==> src/rtl/rv32i_types_pkg.sv <==
// Shared RV32I word/register/ALU-op types used by decode, ID/EX and forwarding.
package rv32i_types;

  localparam int XLEN = 32;

  typedef logic [XLEN-1:0] rv32i_word;
  typedef logic [4:0]      rv32i_reg;

  typedef enum logic [2:0] {
    alu_add = 3'd0,
    alu_sll = 3'd1,
    alu_sra = 3'd2,
    alu_sub = 3'd3,
    alu_xor = 3'd4,
    alu_srl = 3'd5,
    alu_or  = 3'd6,
    alu_and = 3'd7
  } alu_ops;

endpackage

==> src/rtl/id_ex_stage_load_use_detect.sv <==
// Load-use hazard equation: the instruction in ID reads the rd of a load sitting in EX.
module load_use_detect
  import rv32i_types::*;
(
  input  logic     exe_valid,
  input  logic     exe_mem_read,
  input  rv32i_reg exe_rd,
  input  logic     id_valid,
  input  rv32i_reg id_rs1,
  input  rv32i_reg id_rs2,
  input  logic     id_uses_rs1,
  input  logic     id_uses_rs2,
  output logic     hazard
);

  logic rs1_hit;
  logic rs2_hit;

  assign rs1_hit = id_uses_rs1 && (id_rs1 == exe_rd);
  assign rs2_hit = id_uses_rs2 && (id_rs2 == exe_rd);

  // x0 is never really written, so a load targeting it cannot create a dependency
  assign hazard = exe_valid && exe_mem_read && (exe_rd != 5'd0) && id_valid
                  && (rs1_hit || rs2_hit);

endmodule

==> src/rtl/id_ex_stage.sv <==
// ID/EX pipeline register with load-use bubble insertion, flush, memory stall and bubble counter.
module id_ex_stage
  import rv32i_types::*;
#(
  parameter int XLEN  = 32,
  parameter int CNT_W = 16
) (
  input  logic             clk,
  input  logic             rst_n,
  input  logic             id_valid,
  input  logic [XLEN-1:0]  id_pc,
  input  logic [4:0]       id_rs1,
  input  logic [4:0]       id_rs2,
  input  logic [4:0]       id_rd,
  input  logic             id_uses_rs1,
  input  logic             id_uses_rs2,
  input  logic             id_load_regfile,
  input  logic             id_mem_read,
  input  logic             id_mem_write,
  input  alu_ops           id_aluop,
  input  logic [XLEN-1:0]  id_imm,
  input  logic             stall_mem,
  input  logic             flush,
  output logic             exe_valid,
  output logic [XLEN-1:0]  exe_pc,
  output logic [XLEN-1:0]  exe_imm,
  output logic [4:0]       exe_rs1,
  output logic [4:0]       exe_rs2,
  output logic [4:0]       exe_rd,
  output logic             exe_load_regfile,
  output logic             exe_mem_read,
  output logic             exe_mem_write,
  output alu_ops           exe_aluop,
  output logic             id_stall,
  output logic [CNT_W-1:0] hazard_count
);

  function automatic logic [CNT_W-1:0] sat_inc(input logic [CNT_W-1:0] v);
    return (&v) ? v : v + 1'b1;
  endfunction

  logic             valid_q, valid_d;
  logic [XLEN-1:0]  pc_q, pc_d, imm_q, imm_d;
  logic [4:0]       rs1_q, rs1_d, rs2_q, rs2_d, rd_q, rd_d;
  logic             lrf_q, lrf_d, mrd_q, mrd_d, mwr_q, mwr_d;
  alu_ops           aluop_q, aluop_d;
  logic [CNT_W-1:0] cnt_q, cnt_d;
  logic             hazard;

  load_use_detect u_detect (
    .exe_valid   (valid_q),
    .exe_mem_read(mrd_q),
    .exe_rd      (rd_q),
    .id_valid    (id_valid),
    .id_rs1      (id_rs1),
    .id_rs2      (id_rs2),
    .id_uses_rs1 (id_uses_rs1),
    .id_uses_rs2 (id_uses_rs2),
    .hazard      (hazard)
  );

  // Memory stall freezes IF/ID directly at the top level, so it suppresses id_stall here
  assign id_stall = hazard && !flush && !stall_mem;

  always_comb begin
    valid_d = valid_q;
    pc_d    = pc_q;
    imm_d   = imm_q;
    rs1_d   = rs1_q;
    rs2_d   = rs2_q;
    rd_d    = rd_q;
    lrf_d   = lrf_q;
    mrd_d   = mrd_q;
    mwr_d   = mwr_q;
    aluop_d = aluop_q;
    cnt_d   = cnt_q;
    if (flush) begin
      valid_d = 1'b0;
      lrf_d   = 1'b0;
      mrd_d   = 1'b0;
      mwr_d   = 1'b0;
    end else if (stall_mem) begin
      cnt_d = cnt_q;
    end else if (hazard) begin
      // Bubble: data fields keep their old (don't-care) values
      valid_d = 1'b0;
      lrf_d   = 1'b0;
      mrd_d   = 1'b0;
      mwr_d   = 1'b0;
      cnt_d   = sat_inc(cnt_q);
    end else begin
      valid_d = id_valid;
      pc_d    = id_pc;
      imm_d   = id_imm;
      rs1_d   = id_rs1;
      rs2_d   = id_rs2;
      rd_d    = id_rd;
      lrf_d   = id_load_regfile && id_valid;
      mrd_d   = id_mem_read && id_valid;
      mwr_d   = id_mem_write && id_valid;
      aluop_d = id_aluop;
    end
  end

  always_ff @(posedge clk or negedge rst_n) begin
    if (!rst_n) begin
      valid_q <= 1'b0;
      pc_q    <= '0;
      imm_q   <= '0;
      rs1_q   <= '0;
      rs2_q   <= '0;
      rd_q    <= '0;
      lrf_q   <= 1'b0;
      mrd_q   <= 1'b0;
      mwr_q   <= 1'b0;
      aluop_q <= alu_add;
      cnt_q   <= '0;
    end else begin
      valid_q <= valid_d;
      pc_q    <= pc_d;
      imm_q   <= imm_d;
      rs1_q   <= rs1_d;
      rs2_q   <= rs2_d;
      rd_q    <= rd_d;
      lrf_q   <= lrf_d;
      mrd_q   <= mrd_d;
      mwr_q   <= mwr_d;
      aluop_q <= aluop_d;
      cnt_q   <= cnt_d;
    end
  end

  assign exe_valid        = valid_q;
  assign exe_pc           = pc_q;
  assign exe_imm          = imm_q;
  assign exe_rs1          = rs1_q;
  assign exe_rs2          = rs2_q;
  assign exe_rd           = rd_q;
  assign exe_load_regfile = lrf_q;
  assign exe_mem_read     = mrd_q;
  assign exe_mem_write    = mwr_q;
  assign exe_aluop        = aluop_q;
  assign hazard_count     = cnt_q;

endmodule

==> config.mk <==
export PLATFORM = sky130hd
export DESIGN_NAME = id_ex_stage
export DESIGN_NICKNAME = d
export VERILOG_FILES = /design/src/rtl/rv32i_types_pkg.sv /design/src/rtl/id_ex_stage_load_use_detect.sv /design/src/rtl/id_ex_stage.sv
export SDC_FILE = /design/constraint.sdc
export NUM_CORES = 1
export LEC_CHECK = 0
export ABC_CLOCK_PERIOD_IN_PS = 2500
export CORE_ASPECT_RATIO = 0.6
export CORE_UTILIZATION = 42
export DETAILED_ROUTE_END_ITERATION = 8
export PLACE_DENSITY = 0.91
export SETUP_SLACK_MARGIN = 0.02
export SYNTH_ARGS = -nofsm -noshare
export SYNTH_HDL_FRONTEND = slang
export SYNTH_SLANG_ARGS = --single-unit
export TNS_END_PERCENT = 1
==> constraint.sdc <==
create_clock -name clk -period 2.5 [get_ports clk]
set_input_delay 0.625 -clock clk [delete_from_list [all_inputs] [get_ports clk]]
set_output_delay 0.625 -clock clk [all_outputs]
set_load 0.1 [all_outputs]
Word level (Yosys, flattened, before mapping) --
Cells that the tools add are included.
Word-level totals: register bits after elaboration 102, bits in latches 0, bits in writable memories 0, memory bits (read-only) 0, input port bits 92, output and inout bits 103, word-level logic and storage cells 49, memories kept 0
Cells by class: add/subtract/negate cells 1, multipliers 0, divide/modulo/power cells 0, order comparisons 0, eq/ne operators 3, shifts and indexed selects 0, multiplexer cells 12, bitwise gates (word level) 4, reductions and logical operators 18
Operator list (count):
- adder 16 x 1 -> 16 bit (second input constant) | 1
- AND reduction 16 bit | 1
- two-way mux 1 bit | 12
- logical AND 1 bit | 11
- equality test 5 bit | 2
- nonzero test 5 bit | 1
- NOT 1 bit | 4
- AND reduction 4 bit | 1
- AND reduction 3 bit | 1
- logical NOT 1 bit | 2
- != test 2 x 1 -> 1 bit (second input constant) | 1
- logical OR 1 bit | 1

Logic depth before layout (Yosys ltp) --
Gate-level depths: netlist of the first run.
word-level depth 7, gate-level depth with buffers 7, depth with buffers taken out 6

Modules after synthesis --
From an unflattened synthesis of the first run, not the netlist that was laid out.
Unflattened totals: cells, all modules 278, area total of the unflattened synthesis 4117.7 µm²
By module, submodules not included:
- id_ex_stage | times used 1, cells an instance 261, area each 3986.3 µm², sequential area each 2552.4 µm²
- load_use_detect | times used 1, cells an instance 17, area each 131.4 µm², sequential area each 0.0 µm²

Least setup slack after synthesis of the first run --
No wires, ideal clock.
path type flip-flop to output port, start point register rd_q[1] (netlist: exe_rd[1]), end point output port id_stall, arrival 2722 ps, data required time 1875 ps, slack -847 ps, stages on the path, launching flop included 6, path buffers 1, cell sequence dfrtp_1 > xnor2_1 > nand4_1 > o22ai_2 > clkbuf_1 > and3_1
On the way: word-level cells in the longest chain between the ends 6, elaborated cells on any way between the ends 11, those cells by class eq/ne: 2; reduce/logical: 9
Ends and longest elaborated chain:
- start: declaration | line id_ex_stage.sv:44 | logic [4:0] rs1_q, rs1_d, rs2_q, rs2_d, rd_q, rd_d;
- start signal: assignment | line id_ex_stage.sv:124 | rd_q <= rd_d;
- equality test 5 bit (tied with other cells) | line id_ex_stage_load_use_detect.sv:19 | assign rs1_hit = id_uses_rs1 && (id_rs1 == exe_rd);
- logical AND 1 bit (on tied branches) | line id_ex_stage_load_use_detect.sv:19, id_ex_stage_load_use_detect.sv:20, id_ex_stage_load_use_detect.sv:23
- logical OR 1 bit or logical AND 1 bit (tied branches) | line id_ex_stage_load_use_detect.sv:24, id_ex_stage_load_use_detect.sv:23
- logical AND 1 bit (*) | line id_ex_stage_load_use_detect.sv:24 | && (rs1_hit || rs2_hit);
- logical AND 1 bit (*) (2 in a row) | line id_ex_stage.sv:63 | assign id_stall = hazard && !flush && !stall_mem;
- end: declaration | line id_ex_stage.sv:34 | output logic id_stall,
Every way passes the cells marked *; elsewhere a longest branch is shown, timed or not.

Worst setup path after layout of the first run --
start point input port id_uses_rs1, end point output port id_stall
On the way: word-level cells in the longest chain between the ends 5
Ends and longest elaborated chain:
- start: declaration | line id_ex_stage.sv:15 | input logic id_uses_rs1,
- logical AND 1 bit | line id_ex_stage_load_use_detect.sv:19
- logical OR 1 bit | line id_ex_stage_load_use_detect.sv:24
- logical AND 1 bit | line id_ex_stage_load_use_detect.sv:24
- logical AND 1 bit (2 in a row) | line id_ex_stage.sv:63
Every way passes these cells.

==> flow_summary.rst, run 1 <==
.. list-table::
   :header-rows: 1

   * - Metric
     - Value
   * - Critical path capture point type
     - primary output
   * - Synthesis-to-layout area growth
     - 52.6%
   * - Slew at the pin closest to its max-slew limit
     - 528 ps
   * - Worst min-delay path category
     - input port to async pin
   * - Number of violations of the max-capacitance limit
     - 0
   * - Die footprint
     - 10700 sq um
   * - Hold_buf cts
     - 0
   * - Final Max Slew Viols
     - 0
   * - Number of diodes added for antenna fixing
     - 0
   * - Chip height
     - 80.5 um
   * - Overflow after GRT
     - 0
   * - Number of buffers created by CTS
     - 9
   * - Critical Path Fanout Max
     - 2
   * - Final period util
     - 0.952
   * - Clock slew at the register clock pins of the worst setup and hold paths
     - 60 ps
   * - Max Buffers Root-to-Sink
     - 2
   * - Cell area after layout
     - 6580 sq um
   * - Core Area
     - 9910 sq um
   * - Buffer cell driving the clock tree root
     - clkbuf_16
   * - Iteration count of the initial detailed-routing pass
     - 4
   * - Cells after DPL
     - 616
   * - Highest Clock Rate
     - 420 MHz
   * - First-pass GRT wire length
     - 17100 um
   * - Worst clock skew
     - 8.81 ps
   * - Number of global-route vias before repair
     - 3281
   * - Vias after detailed routing
     - 3131
   * - HPWL reported at the end of detailed placement
     - 7750 um
   * - Die extent in x
     - 133 um
   * - Count of endpoints failing hold in the final timing report
     - 0
   * - Register area share after synthesis
     - 0.592
   * - Fraction of synthesized cell area taken by the top area cell type
     - 0.592
   * - Maximum level of the CTS H-tree
     - 3
   * - Post-synth cell types
     - 26
   * - Yosys Warn Count
     - 0
   * - Number of clock sinks
     - 102
   * - Final cell utilization of the core
     - 0.664
   * - Pwr per Cell Area
     - 862 nW/um^2
   * - Starting density of the core
     - 0.435
   * - Count of pins on the block boundary
     - 195
   * - Aggregate routed wire length
     - 10700 um
   * - Post-route antenna net violation count
     - 0
   * - Num rows
     - 28
   * - Outcome
     - complete, no violations
   * - Crit path DAT
     - 1760 ps
   * - 1st-iter DRT viols
     - 116
   * - Mean routed wirelength per cell
     - 16.9 um
   * - Drt via density
     - 4.95
   * - Number of storage elements in the synthesis netlist
     - 102
   * - I/O Buffers
     - 194
   * - Maximum ir drop on the vdd rail
     - 0.625 mV
   * - Post-synthesis cell type with the largest combined area
     - dfrtp_1
   * - Netlist Area Pre-Place
     - 4310 sq um
   * - Crit path launch type
     - input port
   * - Setup repair after global routing missed its margin
     - no
   * - Share of post-route cells with drive strength above 1
     - 0.470
   * - Synthesized netlist net count
     - 376
   * - Total routing usage reported by global routing
     - 0.206
   * - Synth Area per Inst
     - 15.2 sq um
   * - Final min period
     - 2380 ps
   * - EDFF count, synth
     - 0
   * - Maximum number of pins on one net before global-route repair
     - 103
   * - GP Congestion
     - 0.824
   * - Relative max-transition margin
     - 0.648
   * - Lkg Pwr
     - 2.97 nW
   * - Data required time at the worst endpoint
     - 1880 ps
   * - Finish-stage setup viols
     - 0
   * - Synth area leaders
     - dfrtp_1, mux2_2, mux2_4
   * - Number of antenna violations at the first check in global routing
     - 0
   * - Async set-reset flop share out of synthesis
     - 1.00
   * - Post-Place Cell Area
     - 6300 sq um
   * - Prevailing post-synth register cell
     - dfrtp_1
   * - Final cell count without fillers
     - 633
   * - Clk Latency, worst-skew pair
     - 330 ps
   * - Post-synthesis cell count
     - 283
   * - CTS tree
     - built
   * - CP Class
     - input port to primary output
   * - Number of nets in the layout
     - 586
   * - DRC violation count after routing
     - 0
worst max-delay path: stages:
cell,delay (ps)
clkdlybuf4s50_1,460
nand2_1,70
o22ai_2,190
and3_4,230
buf_12,170
flip-flops by register name, summed over array words and instances (netlist names):
signal            count
exe_aluop             3
exe_imm              32
exe_load_regfile      1
exe_mem_read          1
exe_mem_write         1
exe_pc               32
exe_rd                5
exe_rs1               5
exe_rs2               5
exe_valid             1
hazard_count         16
path summary, 6_finish.rpt:
kind | start | to | slack (ps) | cells past startpoint
max in group asynchronous | rst_n | exe_rd[4] | 1720 | 2
max | id_uses_rs1 | id_stall | 120 | 5
min | rst_n | exe_imm[14] | 360 | 2
min in group clk | exe_load_regfile | exe_load_regfile | 500 | 1
max reg2reg | exe_rd[4] | exe_pc[0] | 340 | 8
min reg2reg | exe_load_regfile | exe_load_regfile | 500 | 1
Yosys cell counts, types with 4 or more instances:
cell type and instances:
mux2_2 49, nand4_1 13, nand3_1 6, xnor2_1 23, buf_2 4, mux2_4 36, nor2_1 5, buf_6 5
dfrtp_1 102, nand2_1 9, and3_1 7
cell families (layout without fill, tap and decap cells):
group | Yosys count | count (layout) | share of synthesized area
AND/OR/NAND/NOR | 51 | 51 | 0.0664
XOR/XNOR | 23 | 23 | 0.0467
buffers and inverters | 12 | 227 | 0.0203
flip-flops | 102 | 102 | 0.592
adder cells (fa/ha/maj) | 1 | 1 | 0.00290
AO/OA/AOI/OAI | 9 | 9 | 0.0188
multiplexers | 85 | 85 | 0.253
stage by stage:
| step | setup WS (ps) | hold WS [ps] | setup TNS [ps] | power [mW] |
|---|---|---|---|---|
| after floorplan | 33.0 | 329 | 0 | 3.80 |
| after global placement | -174 | 475 | -5920 | 4.40 |
| after detailed placement | -136 | 489 | -7690 | 4.44 |
| after CTS | 32.4 | 374 | 0 | 5.73 |
| after global routing | 46.0 | 397 | 0 | 5.89 |
| final | 119 | 356 | 0 | 5.68 |
repair_timing:
item,4_1_cts,5_1_grt
setup endpoints to repair,1,1
pin swaps,4,2
resized for setup,10,3
gates cloned,0,0
setup buffers,1,0
cell type report:
cell class | instances | area (sq um)
clock buffer | 11 | 233
sequential | 102 | 2580
timing repair buffer | 211 | 1860
fill | 711 | 3330
tap | 135 | 169
clock inverter | 5 | 36.3
multi-input combinational | 169 | 1710
cell usage in the layout, fill, tap and decap left out, drive strengths merged, types with 5 or more instances in the layout:
master	instances
and3	7
buf	121
nor2	5
nand2	9
nand4	13
dlygate4sd2	10
clkbuf	11
dfrtp	102
nand3	6
clkdlybuf4s50	80
mux2	85
xnor2	23
metal layers:
metal  global-route usage  vias up  routed length [um]
met4               0.0437        0                  47
met5                    0        -                   0
li1                     -     1436                   -
met2                0.336      129                5160
met1                0.270     1560                4690
met3               0.0657        6                 811
power breakdown:
| group | internal, mW | leakage [nW] | switching, mW | total (mW) |
|---|---|---|---|---|
| combinational | 0.637 | 1.61 | 1.77 | 2.41 |
| clock | 0.676 | 0.122 | 0.599 | 1.28 |
| sequential | 1.86 | 1.23 | 0.136 | 1.99 |
| total | 3.17 | 2.97 | 2.51 | 5.68 |
Note: power is estimated with default switching activity, not from simulation.
==> run 2, diff against run 1 <==
CORE_UTILIZATION = 25   (was 42)
PLACE_DENSITY = 0.63   (was 0.91)
==> flow_summary.rst, run 2 (synthesized netlist as in run 1, its figures left out) <==
.. list-table::
   :header-rows: 1

   * - Metric
     - Value
   * - Outcome
     - complete, no violations (unchanged)
   * - Max Buffers Root-to-Sink
     - 2 (unchanged)
   * - Number of violations of the max-capacitance limit
     - 0 (unchanged)
   * - Post-route antenna net violation count
     - 0 (unchanged)
   * - Most common library cell in the layout ignoring fill and taps
     - buf_4 (unchanged)
   * - Number of stages on the worst setup path
     - 5 (unchanged)
   * - Synthesis-to-layout area growth
     - 59.1% (was 52.6%)
   * - Lkg Pwr
     - 3.06 nW (was 2.97 nW)
   * - Share of post-route cells with drive strength above 1
     - 0.487 (was 0.470)
   * - Number of buffers created by CTS
     - 9 (unchanged)
   * - NetSw
     - 2.51 mW (about the same)
   * - PnR Total Power
     - 5.90 mW (was 5.68 mW)
   * - Share of power burned in combinational logic
     - 0.411 (was 0.424)
   * - Number of nets in the layout
     - 595 (was 586)
   * - Critical Path Fanout Max
     - 2 (unchanged)
   * - Num rows
     - 36 (was 28)
   * - R2R depth
     - 8 (unchanged)
   * - Clk Latency, worst-skew pair
     - 340 ps (was 330 ps)
   * - Slew at the pin closest to its max-slew limit
     - 428 ps (was 528 ps)
   * - Leading cell types in the layout, fill and taps excluded
     - buf_4, dfrtp_1, clkdlybuf4s50_1, mux2_2, mux2_4 (unchanged)
   * - Internal power of the cells
     - 3.39 mW (was 3.17 mW)
   * - Starting density of the core
     - 0.261 (was 0.435)
   * - Maximum number of pins on one net before global-route repair
     - 58 (was 103)
   * - Total routing usage reported by global routing
     - 0.131 (was 0.206)
   * - Final Max Slew Viols
     - 0 (unchanged)
   * - CP Class
     - input port to primary output (unchanged)
   * - Maximum level of the CTS H-tree
     - 3 (unchanged)
   * - Sw Share
     - 0.425 (was 0.441)
   * - Drt via density
     - 4.24 (was 4.95)
   * - Delay-heaviest family, CP
     - buffers and inverters (unchanged)
   * - R2R Path End
     - exe_pc[8] (was exe_pc[0])
   * - Number of diodes added for antenna fixing
     - 0 (unchanged)
   * - Max stage delay on crit path
     - 500 ps (was 460 ps)
   * - Final min period
     - 2450 ps (was 2380 ps)
   * - Setup repair after global routing missed its margin
     - yes (was no)
   * - Die footprint
     - 17800 sq um (was 10700 sq um)
   * - Number of antenna violations at the first check in global routing
     - 0 (unchanged)
   * - Overflow after GRT
     - 0 (unchanged)
   * - Clock slew at the register clock pins of the worst setup and hold paths
     - 60 ps (about the same)
   * - First-pass GRT wire length
     - 18100 um (was 17100 um)
   * - Worst clock skew
     - 6.14 ps (was 8.81 ps)
   * - Area used by sequential logic in the layout
     - 2580 sq um (unchanged)
   * - 1st-iter DRT viols
     - 70 (was 116)
   * - I/O Buffers
     - 194 (unchanged)
   * - GP Congestion
     - 0.761 (was 0.824)
   * - Count of pins on the block boundary
     - 195 (unchanged)
   * - Critical path buffer and inverter count
     - 2 (unchanged)
   * - Chip height
     - 104 um (was 80.5 um)
   * - Highest Clock Rate
     - 409 MHz (was 420 MHz)
   * - Relative max-transition margin
     - 0.715 (was 0.648)
   * - CTS tree
     - built (unchanged)
   * - Crit path launch type
     - input port (unchanged)
   * - Data required time at the worst endpoint
     - 1880 ps (about the same)
   * - FILL cells
     - 1552 (was 711)
   * - Finish-stage setup viols
     - 0 (unchanged)
   * - Number of global-route vias before repair
     - 3483 (was 3281)
   * - CP max-delay cell
     - clkdlybuf4s50_1 (unchanged)
   * - Clock group share of total power
     - 0.251 (was 0.225)
   * - Critical path capture point type
     - primary output (unchanged)
   * - Mean routed wirelength per cell
     - 15.4 um (was 16.9 um)
   * - Aggregate routed wire length
     - 11300 um (was 10700 um)
   * - Number of clock sinks
     - 102 (unchanged)
   * - Vias after detailed routing
     - 3120 (was 3131)
   * - Final period util
     - 0.978 (was 0.952)
   * - Pwr per Cell Area
     - 860 nW/um^2 (was 862 nW/um^2)
   * - Maximum ir drop on the vdd rail
     - 0.488 mV (was 0.625 mV)
   * - Cell-by-cell listing of the critical path
     - clkdlybuf4s50_1, nand3_2, a21oi_4, and3_4, buf_12 (was clkdlybuf4s50_1, nand2_1, o22ai_2, and3_4, buf_12)
   * - Buffer cell driving the clock tree root
     - clkbuf_16 (unchanged)
   * - Die extent in x
     - 172 um (was 133 um)
   * - Origin of the critical flop-to-flop path
     - exe_rd[2] (was exe_rd[4])
   * - DRC violation count after routing
     - 0 (unchanged)
   * - Final cell utilization of the core
     - 0.415 (was 0.664)
   * - HPWL reported at the end of detailed placement
     - 8430 um (was 7750 um)
   * - Core Area
     - 16500 sq um (was 9910 sq um)
   * - Sequential Power Share
     - 0.337 (was 0.351)
   * - Setup crit end
     - id_stall (unchanged)
   * - Crit path from
     - id_valid (was id_uses_rs1)
   * - Area of combinational cells with multiple inputs
     - 1720 sq um (was 1710 sq um)
   * - Setup slack, reg-to-reg
     - 340 ps (about the same)
   * - Hold_buf cts
     - 0 (unchanged)
   * - Iteration count of the initial detailed-routing pass
     - 4 (unchanged)
   * - Count of endpoints failing hold in the final timing report
     - 0 (unchanged)
   * - Worst min-delay path category
     - input port to async pin (unchanged)
   * - Crit path DAT
     - 1820 ps (was 1760 ps)
==> run 2: cell count changes in the layout (fill, tap and decap cells not counted), sizes merged <==
cell,previous run,this run
clkinvlp,3,0
buf,121,130
clkdlybuf4s15,0,3
clkbuf,11,13
dlygate4sd2,10,7
bufinv,0,1
==> run 2: metal layers <==
| metal | track usage | vias to the layer above | share of wire |
|---|---|---|---|
| li1 | - | 1454 | - |
| met4 | 0.0332 | 0 | 0.013 |
| met5 | 0 | - | 0 |
| met2 | 0.207 | 132 | 0.45 |
| met1 | 0.162 | 1521 | 0.45 |
| met3 | 0.0596 | 13 | 0.095 |
==> run 2: worst reg2reg max path: stages, from the launching register on <==
cell,delay [ps]
dfrtp_4,530
xnor2_2,140
nand4_1,110
o22ai_2,110
buf_4,140
buf_4,130
a21boi_4,200
buf_12,260
mux2_2,420
==> run 2: timing repair <==
action / 4_1_cts / 5_1_grt
setup endpoints to repair: 1 / 1
pin swaps: 5 / 6
endpoints found under the hold margin: 0 / 0
buffers inserted: 0 / 2
gates resized for setup: 13 / 6
==> run 2: area by class of cell <==
type	instances	area share
Timing Repair Buffer	220	0.285
Multi-Input combinational cell	169	0.251
Clock buffer	13	0.0408
Tap cell	228	0.0416
Clock inverter	3	0.00583
Sequential cell	102	0.376
==> run 2: worst min-delay path by stage <==
stage	cells past startpoint	to	start
finish	1	exe_imm[16]	rst_n
global route	1	exe_rs1[4]	rst_n
CTS	1	exe_rd[4]	rst_n
detailed placement	1	exe_imm[0]	exe_imm[0]
global placement	1	exe_mem_write	exe_mem_write
floorplan	0	exe_aluop[0]	rst_n
==> run 2: stage by stage <==
step	instance area, sq um	cells	TNS [ps]	setup WS (ps)	hold slack (ps)
detailed placement	6500	717	-13290	-234	494
finish	6860	735	0	53.9	219
global route	6860	735	-3.81	-3.81	237
floorplan	4350	283	0	33.0	329
CTS	6820	733	0	44.8	225
global placement	6500	717	-13630	-253	480
==> run 2: power by group through the flow <==
| stage | clock [mW] | combinational (mW) | sequential (mW) |
|---|---|---|---|
| 2_1_floorplan | 0 | 0.330 | 3.47 |
| 3_3_place_gp | 0 | 2.42 | 2.01 |
| 3_5_place_dp | 0 | 2.43 | 2.02 |
| 4_1_cts | 1.54 | 2.43 | 1.99 |
| 5_1_grt | 1.61 | 2.50 | 2.02 |
| 6_report | 1.48 | 2.43 | 1.99 |
